## config.mk

```make
export PLATFORM = sky130hd
export DESIGN_NAME = mdio_phy_responder
export DESIGN_NICKNAME = d
export VERILOG_FILES = /design/src/rtl/mdio_phy_responder.sv
export SDC_FILE = /design/constraint.sdc
export NUM_CORES = 1
export LEC_CHECK = 0
export CAP_MARGIN = 20
export CORE_MARGIN = 2
export CORE_UTILIZATION = 59
export CTS_BUF_LIST = sky130_fd_sc_hd__clkbuf_8
export CTS_CLUSTER_SIZE = 28
export DETAILED_ROUTE_END_ITERATION = 7
export GPL_TIMING_DRIVEN = 0
export PLACE_DENSITY = 0.81
export SLEW_MARGIN = 20
export SYNTH_ARGS = -nofsm -noshare
export SYNTH_HDL_FRONTEND = slang
export SYNTH_SLANG_ARGS = --single-unit
```

## constraint.sdc

```tcl
create_clock -name clock_50m -period 3.2 [get_ports clock_50m]
set_input_delay 0.64 -clock clock_50m [delete_from_list [all_inputs] [get_ports clock_50m]]
set_output_delay 0.64 -clock clock_50m [all_outputs]
set_load 0.01 [all_outputs]
```

## src/rtl/mdio_phy_responder.sv

```systemverilog
// Clause-22 MDIO responder emulating a 32x16 PHY register file.
// MDC/MDIO are oversampled in the clock_50m domain.
module mdio_phy_responder #(
    parameter logic [4:0]  PHY_ADDR     = 5'd1,
    parameter int          PREAMBLE_MIN = 32,
    parameter logic [15:0] REG17_INIT   = 16'hAC00
) (
    input  logic        clock_50m,
    input  logic        reset,
    input  logic        mdc,
    input  logic        mdio_i,
    output logic        mdio_o,
    output logic        mdio_oe,
    output logic        wr_strobe,
    output logic [4:0]  wr_addr,
    output logic [15:0] wr_data,
    output logic        frame_err
);

    localparam int PCW = $clog2(PREAMBLE_MIN + 1);
    localparam logic [PCW-1:0] PRE_MAX = PCW'(PREAMBLE_MIN);

    typedef enum logic [3:0] {
        S_IDLE,
        S_ST,
        S_OP,
        S_PHYAD,
        S_REGAD,
        S_TA,
        S_DATA,
        S_WRITE,
        S_SKIP
    } state_t;

    state_t          state;
    logic [2:0]      mdc_q;
    logic [1:0]      mdio_q;
    logic [PCW-1:0]  pre_cnt;
    logic [4:0]      bit_cnt;
    logic            op_b0;
    logic            op_rd;
    logic [3:0]      phy_sh;
    logic [4:0]      reg_addr;
    logic [15:0]     shreg;
    logic            ignore;
    logic            discard;
    logic [15:0]     regs [32];

    logic            mdc_rise;
    logic            mdc_fall;
    logic            bit_in;
    logic [4:0]      addr_nx;
    logic [15:0]     rd_word;

    function automatic logic [15:0] reg_init(input logic [4:0] a);
        logic [15:0] v;
        v = 16'h0000;
        case (a)
            5'd0:    v = 16'h1140;
            5'd1:    v = 16'h796D;
            5'd2:    v = 16'h0141;
            5'd3:    v = 16'h0CC2;
            5'd17:   v = REG17_INIT;
            default: v = 16'h0000;
        endcase
        return v;
    endfunction

    assign mdc_rise = mdc_q[1] & ~mdc_q[2];
    assign mdc_fall = ~mdc_q[1] & mdc_q[2];
    assign bit_in   = mdio_q[1];
    assign addr_nx  = {reg_addr[3:0], bit_in};
    // reg0 bit15 (reset) always reads back as 0
    assign rd_word  = (addr_nx == 5'd0) ? {1'b0, regs[0][14:0]}
                                        : regs[addr_nx];

    // two-flop synchronisers plus a third mdc flop for edge detect
    always_ff @(posedge clock_50m) begin
        if (reset) begin
            mdc_q  <= 3'b000;
            mdio_q <= 2'b11;
        end else begin
            mdc_q  <= {mdc_q[1:0], mdc};
            mdio_q <= {mdio_q[0], mdio_i};
        end
    end

    // register file, written one clock after the last data rise
    always_ff @(posedge clock_50m) begin
        if (reset) begin
            for (int i = 0; i < 32; i++) begin
                regs[i] <= reg_init(5'(i));
            end
        end else if (state == S_WRITE) begin
            case (reg_addr)
                5'd0:    regs[0] <= {1'b0, shreg[14:0]};
                5'd1,
                5'd2,
                5'd3:    ;
                default: regs[reg_addr] <= shreg;
            endcase
        end
    end

    // frame FSM: fields sampled on mdc rise, pad driven on mdc fall
    always_ff @(posedge clock_50m) begin
        if (reset) begin
            state     <= S_IDLE;
            pre_cnt   <= '0;
            bit_cnt   <= 5'd0;
            op_b0     <= 1'b0;
            op_rd     <= 1'b0;
            phy_sh    <= 4'd0;
            reg_addr  <= 5'd0;
            shreg     <= 16'h0000;
            ignore    <= 1'b0;
            discard   <= 1'b0;
            mdio_o    <= 1'b1;
            mdio_oe   <= 1'b0;
            wr_strobe <= 1'b0;
            wr_addr   <= 5'd0;
            wr_data   <= 16'h0000;
            frame_err <= 1'b0;
        end else begin
            wr_strobe <= 1'b0;
            frame_err <= 1'b0;
            unique case (state)
                S_IDLE: begin
                    if (mdc_rise) begin
                        if (bit_in) begin
                            if (pre_cnt < PRE_MAX) begin
                                pre_cnt <= pre_cnt + 1'b1;
                            end
                        end else if (pre_cnt >= PRE_MAX) begin
                            state <= S_ST;
                        end else begin
                            pre_cnt <= '0;
                        end
                    end
                end
                S_ST: begin
                    if (mdc_rise) begin
                        bit_cnt <= 5'd0;
                        if (bit_in) begin
                            state <= S_OP;
                        end else begin
                            frame_err <= 1'b1;
                            state     <= S_IDLE;
                            pre_cnt   <= '0;
                        end
                    end
                end
                S_OP: begin
                    if (mdc_rise) begin
                        if (bit_cnt == 5'd0) begin
                            op_b0   <= bit_in;
                            bit_cnt <= 5'd1;
                        end else begin
                            bit_cnt <= 5'd0;
                            case ({op_b0, bit_in})
                                2'b10: begin
                                    op_rd <= 1'b1;
                                    state <= S_PHYAD;
                                end
                                2'b01: begin
                                    op_rd <= 1'b0;
                                    state <= S_PHYAD;
                                end
                                default: begin
                                    frame_err <= 1'b1;
                                    state     <= S_SKIP;
                                end
                            endcase
                        end
                    end
                end
                S_PHYAD: begin
                    if (mdc_rise) begin
                        phy_sh <= {phy_sh[2:0], bit_in};
                        if (bit_cnt == 5'd4) begin
                            ignore  <= ({phy_sh, bit_in} != PHY_ADDR);
                            bit_cnt <= 5'd0;
                            state   <= S_REGAD;
                        end else begin
                            bit_cnt <= bit_cnt + 5'd1;
                        end
                    end
                end
                S_REGAD: begin
                    if (mdc_rise) begin
                        reg_addr <= addr_nx;
                        if (bit_cnt == 5'd4) begin
                            shreg   <= rd_word;
                            discard <= 1'b0;
                            bit_cnt <= 5'd0;
                            state   <= S_TA;
                        end else begin
                            bit_cnt <= bit_cnt + 5'd1;
                        end
                    end
                end
                S_TA: begin
                    if (op_rd) begin
                        if (mdc_fall) begin
                            if (bit_cnt == 5'd0) begin
                                bit_cnt <= 5'd1;
                            end else begin
                                if (!ignore) begin
                                    mdio_oe <= 1'b1;
                                    mdio_o  <= 1'b0;
                                end
                                bit_cnt <= 5'd0;
                                state   <= S_DATA;
                            end
                        end
                    end else if (mdc_rise) begin
                        if (bit_cnt == 5'd0) begin
                            discard <= ~bit_in;
                            bit_cnt <= 5'd1;
                        end else begin
                            if (discard | bit_in) begin
                                discard   <= 1'b1;
                                frame_err <= ~ignore;
                            end
                            bit_cnt <= 5'd0;
                            state   <= S_DATA;
                        end
                    end
                end
                S_DATA: begin
                    if (op_rd) begin
                        if (mdc_fall) begin
                            if (bit_cnt == 5'd16) begin
                                mdio_oe <= 1'b0;
                                mdio_o  <= 1'b1;
                                bit_cnt <= 5'd0;
                                pre_cnt <= '0;
                                state   <= S_IDLE;
                            end else begin
                                if (!ignore) begin
                                    mdio_o <= shreg[15];
                                end
                                shreg   <= {shreg[14:0], 1'b0};
                                bit_cnt <= bit_cnt + 5'd1;
                            end
                        end
                    end else if (mdc_rise) begin
                        shreg <= {shreg[14:0], bit_in};
                        if (bit_cnt == 5'd15) begin
                            bit_cnt <= 5'd0;
                            pre_cnt <= '0;
                            state   <= (ignore | discard) ? S_IDLE
                                                          : S_WRITE;
                        end else begin
                            bit_cnt <= bit_cnt + 5'd1;
                        end
                    end
                end
                S_WRITE: begin
                    wr_strobe <= 1'b1;
                    wr_addr   <= reg_addr;
                    wr_data   <= shreg;
                    pre_cnt   <= '0;
                    state     <= S_IDLE;
                end
                S_SKIP: begin
                    if (mdc_rise) begin
                        if (bit_cnt == 5'd17) begin
                            bit_cnt <= 5'd0;
                            pre_cnt <= '0;
                            state   <= S_IDLE;
                        end else begin
                            bit_cnt <= bit_cnt + 5'd1;
                        end
                    end
                end
                default: begin
                    state   <= S_IDLE;
                    pre_cnt <= '0;
                end
            endcase
        end
    end

endmodule

```

==> metrics.csv, run 1 <==
metric;value;unit
dieWidth;218;um
layout.core_utilization;0.670;
synth_edf_count;512;
maximum_fanout_along_the_worst_path;10;
drc;0;
timing.critical_path.from_type;register;
slew_headroom;0.287;
grt.total_usage;0.336;
fin_ws;-0.0364;ns
firstDrtPassIters;7;
route.vias.total;18976;
post_drt_via_cell_ratio;6.41;
h-tree-depth;3;
finalNonFillerCells;2959;
final_max_slew_viols;0;
cp.required;3.76;ns
pin_count;29;
synth-main-ff-cell;sky130_fd_sc_hd__edfxtp_1;
fp.dieArea;47500;um2
number_of_different_library_cells_in_the_post_synthesis_netlist;77;
final-setup-viol-count;1;
syn_to_final_growth;12.4;%
outcome;complete, but fails checks;
die_h;218;um
timing.max_cap.violations;0;
root_buffer;sky130_fd_sc_hd__clkbuf_8;
global_route.overflow_total;0;
numPlacedInstances;2790;
dpl.hpwl;54200;um
largest_net_degree_at_the_start_of_global_routing;20;
floorplan.core_area;45300;um2
n_fill_cell;3263;
final_min_period;3.24;ns
finalClockSkew;0.0669;ns
cp.arrival;3.80;ns
synth_async_sr_flop_share;0;
final_nets;2297;
tritoncts.num_buffers;94;
crit-reg2reg-launch;reg_addr[1];
worst_setup_path_end_kind;register;
worst_pin_slew;1.07;ns
first_global_vias;18893;
synthCells;2087;
hold_ws;0.423;ns
clkSinkCount;586;
detailedPlace.worstSlack;-0.258;ns
peakVddDrop;517;uV
worstHoldPathType;register to register;
pwr_density_cell;503;nW/um2
final_routed_wirelength_across_all_metal_layers;78800;um
cts-root-to-sink-buffers;3;
max_freq;0.309;GHz
crit_type;register to register;
antenna_violations_before_repair;5;
p_leak;11.3;nW
grt_setup_unrepaired;false;
syn-cell-area;27000;um2
min-delay-start;mdio_q[0];
yosys_warn_count;0;
ys_ff_latch;586;
clk_pin_slew;0.06;ns
gpl.final_weighted_congestion;1.07;
wire_per_inst;26.6;um
std_cell_rows;78;
violations;negative setup slack;
seq_area_frac_synth;0.624;
cts_tree;yes;
final_min_period_over_clock_period;1.01;
setup.worst_path.start;reg_addr[1];
drtIter0Drc;2760;
postRouteAntennaNets;0;
grt_first_pass_wirelength;117000;um
report.final.hold_viol_count;0;
holdBufCountCts;0;
total_power;15.3;mW
final_layout_size_suffix_gt1_frac;0.135;
clkLatencyLatePin;0.72;ns
start_util;0.596;
synthesis.area_per_instance;12.9;um2
place.port_buffers;27;
## logic make-up (layout without fill, tap and decap cells)
logic type | Yosys count | count (layout) | share of synthesized area
buffers and inverters | 221 | 445 | 0.0351
and+or+nand+nor | 764 | 764 | 0.164
adders and majority gates | 8 | 8 | 0.00371
muxes | 184 | 184 | 0.0886
AOI/OAI and AO/OA | 321 | 321 | 0.0839
xor gates and xnor gates | 1 | 1 | 0.000324
other | 2 | 50 | 0.000278
DFF | 586 | 586 | 0.624
## worst max-delay path, cell delays in order, from the launching register on
cell and delay, ns:
sky130_fd_sc_hd__dfxtp_1 0.34, sky130_fd_sc_hd__buf_2 0.36, sky130_fd_sc_hd__buf_2 0.43, sky130_fd_sc_hd__buf_2 0.39
sky130_fd_sc_hd__mux2i_1 0.29, sky130_fd_sc_hd__o22ai_1 0.16, sky130_fd_sc_hd__o221a_2 0.28, sky130_fd_sc_hd__a221oi_1 0.64
sky130_fd_sc_hd__a31oi_1 0.17
## cells in the final DEF, fill, tap and decap left out, drive strengths merged, types with 11 or more instances in the layout
cell type	instances
a211oi	17
a21oi	38
a221oi	44
a31oi	19
and2	428
buf	97
clkbuf	240
clkdlybuf4s50	27
clkinv	27
conb	49
dfxtp	74
edfxtp	512
inv	50
mux2i	140
mux4	44
nand2	108
nand2b	14
nand3	16
nor2	74
nor2b	11
nor3	42
nor3b	17
o21ai	72
o221a	14
o221ai	15
o22ai	44
o31a	14
## flip-flops by register name, indices dropped and copies added, names as in the netlist
signal,flops
phy_sh,4
mdio_o,1
wr_addr,5
wr_data,16
reg_addr,5
pre_cnt,6
op_rd,1
shreg,16
frame_err,1
state,4
discard,1
ignore,1
wr_strobe,1
regs,512
mdc_q,3
op_b0,1
mdio_oe,1
bit_cnt,5
mdio_q,2
## metal layers
metal,part of all wire,GRT usage
met5,0.00085,0
met4,0.059,0.184
met3,0.12,0.101
met2,0.45,0.504
met1,0.37,0.439
## stage by stage
| stage | cell area [um2] | TNS (ns) |
|---|---|---|
| 2_1_floorplan | 27200 | 0 |
| 3_3_place_gp | 28200 | -436.38 |
| 3_5_place_dp | 28600 | -6.85 |
| 4_1_cts | 30300 | 0 |
| 5_1_grt | 30400 | 0 |
| 6_report | 30400 | -0.0364 |
## power by group
group / total [mW] / switching, mW / internal (mW)
clock network: 6.00 / 3.00 / 3.00
registers: 8.62 / 0.0793 / 8.54
logic: 0.642 / 0.425 / 0.217
## cells in the mapped netlist, drive strengths merged, types with 3 or more instances
library cell  count  area (um2)
nand2           108         405
o311ai            3        26.3
nand3            16        80.1
o211ai            4        30.0
o22ai            44         275
a31oi            19         119
nor4              3        18.8
nor3             42         215
ha                8         100
nor2b            11        68.8
nand4             5        31.3
a211o             4        35.0
mux2i           140        1400
nand2b           14        87.6
a32o              4        40.0
clkbuf          139         526
or2               5        31.3
and4b             3        30.0
nor3b            17         128
inv              14        52.6
dfxtp            74        1480
a21o              3        22.5
a21oi            38         190
nand4bb           5        56.3
mux4             44         991
nand3b            6        45.0
o2bb2ai           3        26.3
o21ai            72         360
a22oi             3        22.5
a211oi           17         133
o221ai           15         131
o31a             14         123
nor4b             3        26.3
o211a             3        30.0
edfxtp          512       15400
buf              68         370
or4               6        48.8
or3               7        43.8
a221oi           44         392
and2            428        2680
o221a            14         158
nor2             74         313
## final cells by class
cell class / count / area [um2] / share of cell area
Buffer: 206 / 897 / 0.0296
Sequential cell: 586 / 16900 / 0.555
Clock buffer: 102 / 1400 / 0.0462
Inverter: 14 / 52.6 / 0.00173
Antenna cell: 1 / 2.50 / 0.0000824
Tap cell: 600 / 751 / 0.0247
Timing Repair Buffer: 56 / 597 / 0.0197
Multi-Input combinational cell: 1327 / 9490 / 0.313
Clock inverter: 67 / 302 / 0.00993
## worst paths after layout
| check | end | slack [ns] | depth (start not counted) |
|---|---|---|---|
| worst min-delay path | mdio_q[1] | 0.42 | 1 |
| worst max-delay path | shreg[7] | -0.04 | 8 |
| worst max register to register | shreg[7] | -0.04 | 8 |
| worst min register to register | mdio_q[1] | 0.42 | 1 |
## what timing repair did
action | 4_1_cts | 5_1_grt
endpoints found under the setup margin | 64 | 10
gates cloned | 0 | 0
resized for setup | 3 | 4
buffers inserted | 0 | 0
(Power assumes the default switching activity.)
==> inputs of run 2 (changes only) <==
Settings changed: PLACE_DENSITY 0.81 to 0.86.
==> metrics.csv, run 2 (synthesis gave the netlist of run 1 again) <==
metric;value;unit;change
outcome;complete, no violations;;
pwr_density_cell;514;nW/um2;+2.3%
mostFrequentLayoutCells;512 x sky130_fd_sc_hd__edfxtp_1, 428 x sky130_fd_sc_hd__and2_1, 140 x sky130_fd_sc_hd__mux2i_1;;
clk_pin_slew;0.06;ns;about the same
cp.required;3.76;ns;about the same
cts-root-to-sink-buffers;3;;unchanged
crit_type;register to register;;
global_route.overflow_total;0;;unchanged
maximum_fanout_along_the_worst_path;10;;unchanged
final_nets;2296;;-0.044%
route.vias.total;19011;;+0.18%
final_layout_size_suffix_gt1_frac;0.138;;+0.00249
final-setup-viol-count;0;;-1
root_buffer;sky130_fd_sc_hd__clkbuf_8;;
largest-register;regs;;
h-tree-depth;3;;unchanged
layout.core_utilization;0.672;;+0.00216
antenna_cells_inserted;0;;-1
worstHoldPathType;register to register;;
slew_headroom;0.310;;+0.0227
place.port_buffers;27;;unchanged
placed_area;28600;um2;about the same
wire_per_inst;26.7;um;+0.43%
final_min_period;3.17;ns;-0.0691 ns
clkLatencyLatePin;0.70;ns;-0.02 ns
cts_tree;yes;;
post_drt_via_cell_ratio;6.42;;+0.18%
dpl.hpwl;55100;um;+1.6%
worst_pin_slew;1.03;ns;-0.0340 ns
cts_post_setup_buffers_inserted;0;;unchanged
timing.critical_path.from_type;register;;
final_max_slew_viols;0;;unchanged
max_freq;0.316;GHz;+2.2%
worst_setup_path_end_kind;register;;
pin_count;29;;unchanged
timing.max_cap.violations;0;;unchanged
report.final.hold_viol_count;0;;unchanged
largest_register_ff_count;512;;unchanged
drc;0;;unchanged
fp.dieArea;47500;um2;unchanged
floorplan.core_area;45300;um2;unchanged
layout_commonest_cell;sky130_fd_sc_hd__edfxtp_1;;
std_cell_rows;78;;unchanged
p_leak;11.3;nW;about the same
first_global_vias;18626;;-1.4%
final_routed_wirelength_across_all_metal_layers;79100;um;+0.43%
cpMaxStageDelayCell;sky130_fd_sc_hd__a221oi_1;;
worst_path_largest_cell_delay;0.55;ns;-0.09 ns
gpl.final_weighted_congestion;0.998;;-6.7%
antenna_violations_before_repair;1;;-4
tritoncts.num_buffers;95;;+1.1%
grt.total_usage;0.337;;+0.000824
final_min_period_over_clock_period;0.990;;-0.0216
postRouteAntennaNets;0;;unchanged
cp.arrival;3.72;ns;-0.08 ns
largest_net_degree_at_the_start_of_global_routing;20;;unchanged
grt_first_pass_wirelength;116000;um;-0.32%
design_area;30500;um2;+0.32%
peakVddDrop;337;uV;-35%
firstDrtPassIters;6;;-1
sequence_of_cells_on_the_critical_path;buf_2, buf_2, buf_2, mux2i_1, o22ai_1, o221a_2, a221oi_1, a31oi_1;;
start_util;0.596;;unchanged
grt_setup_unrepaired;false;;
syn_to_final_growth;12.8;%;
dieWidth;218;um;unchanged
die_h;218;um;unchanged
critical_path.most_common_cell;sky130_fd_sc_hd__buf_2;;
clkSinkCount;586;;unchanged
drtIter0Drc;2990;;+8.3%
biggestRegsByFlops;regs x512, shreg x16, wr_data x16;;
finalClockSkew;0.0354;ns;-0.0314 ns
## run 2: routing by layer
metal	part of all wire	global-route usage	up-vias
li1	-	-	8086
met1	0.37	0.446	9330
met2	0.46	0.513	1320
met3	0.12	0.0900	275
met4	0.053	0.173	0
met5	0	0	-
## run 2: worst max-delay path, delay by kind of cell, from the launching register on
kind / cells / cell delay, ns
AOI/OAI and AO/OA: 4 / 1.17
DFF: 1 / 0.35
buffers and inverters: 3 / 1.20
muxes: 1 / 0.29
## run 2: path summary, 6_finish.rpt
| kind | from | end | slack, ns | cells past startpoint |
|---|---|---|---|---|
| min reg2reg | mdio_q[0] | mdio_q[1] | 0.42 | 1 |
| max | reg_addr[1] | shreg[2] | 0.03 | 8 |
| min | mdio_q[0] | mdio_q[1] | 0.42 | 1 |
| max reg2reg | reg_addr[1] | shreg[2] | 0.03 | 8 |
## run 2: final cells by class
class	count	area (um2)
repair buffers	54	582
plain buffers	206	896
clock inverters	70	424
inverters	14	52.6
multi-input cells	1327	9490
flip-flops and latches	586	16900
well taps	600	751
clock buffers	102	1400
fillers	3136	14800
## run 2: repair_timing
item                       in CTS  in global routing
gates resized for setup         3                  0
hold buffers                    0                  0
setup endpoints to repair      55                  0
## run 2: where the power goes
group	switching (mW)	internal, mW	total (mW)
Sequential	0.0817	8.54	8.62
Combinational	0.422	0.216	0.638
Clock	3.06	3.34	6.40
## run 2: stage by stage
stage               hold WS [ns]  setup TNS [ns]  power, mW  setup slack (ns)  std cells
floorplan                  0.389               0       9.12             0.102       2134
global placement           0.402         -421.15       9.32             -1.41       2761
detailed placement         0.406           -3.55       9.39            -0.232       2788
CTS                        0.421               0       15.6             0.191       2959
global route               0.439               0       16.0            0.0156       2959
finish                     0.421               0       15.7            0.0327       2959
==> inputs of run 3 (changes only) <==
Settings changed: SKIP_LAST_GASP set to 1.
==> results of run 3 <==
No change in the layout: final DEF, timing and power equal those of run 2.
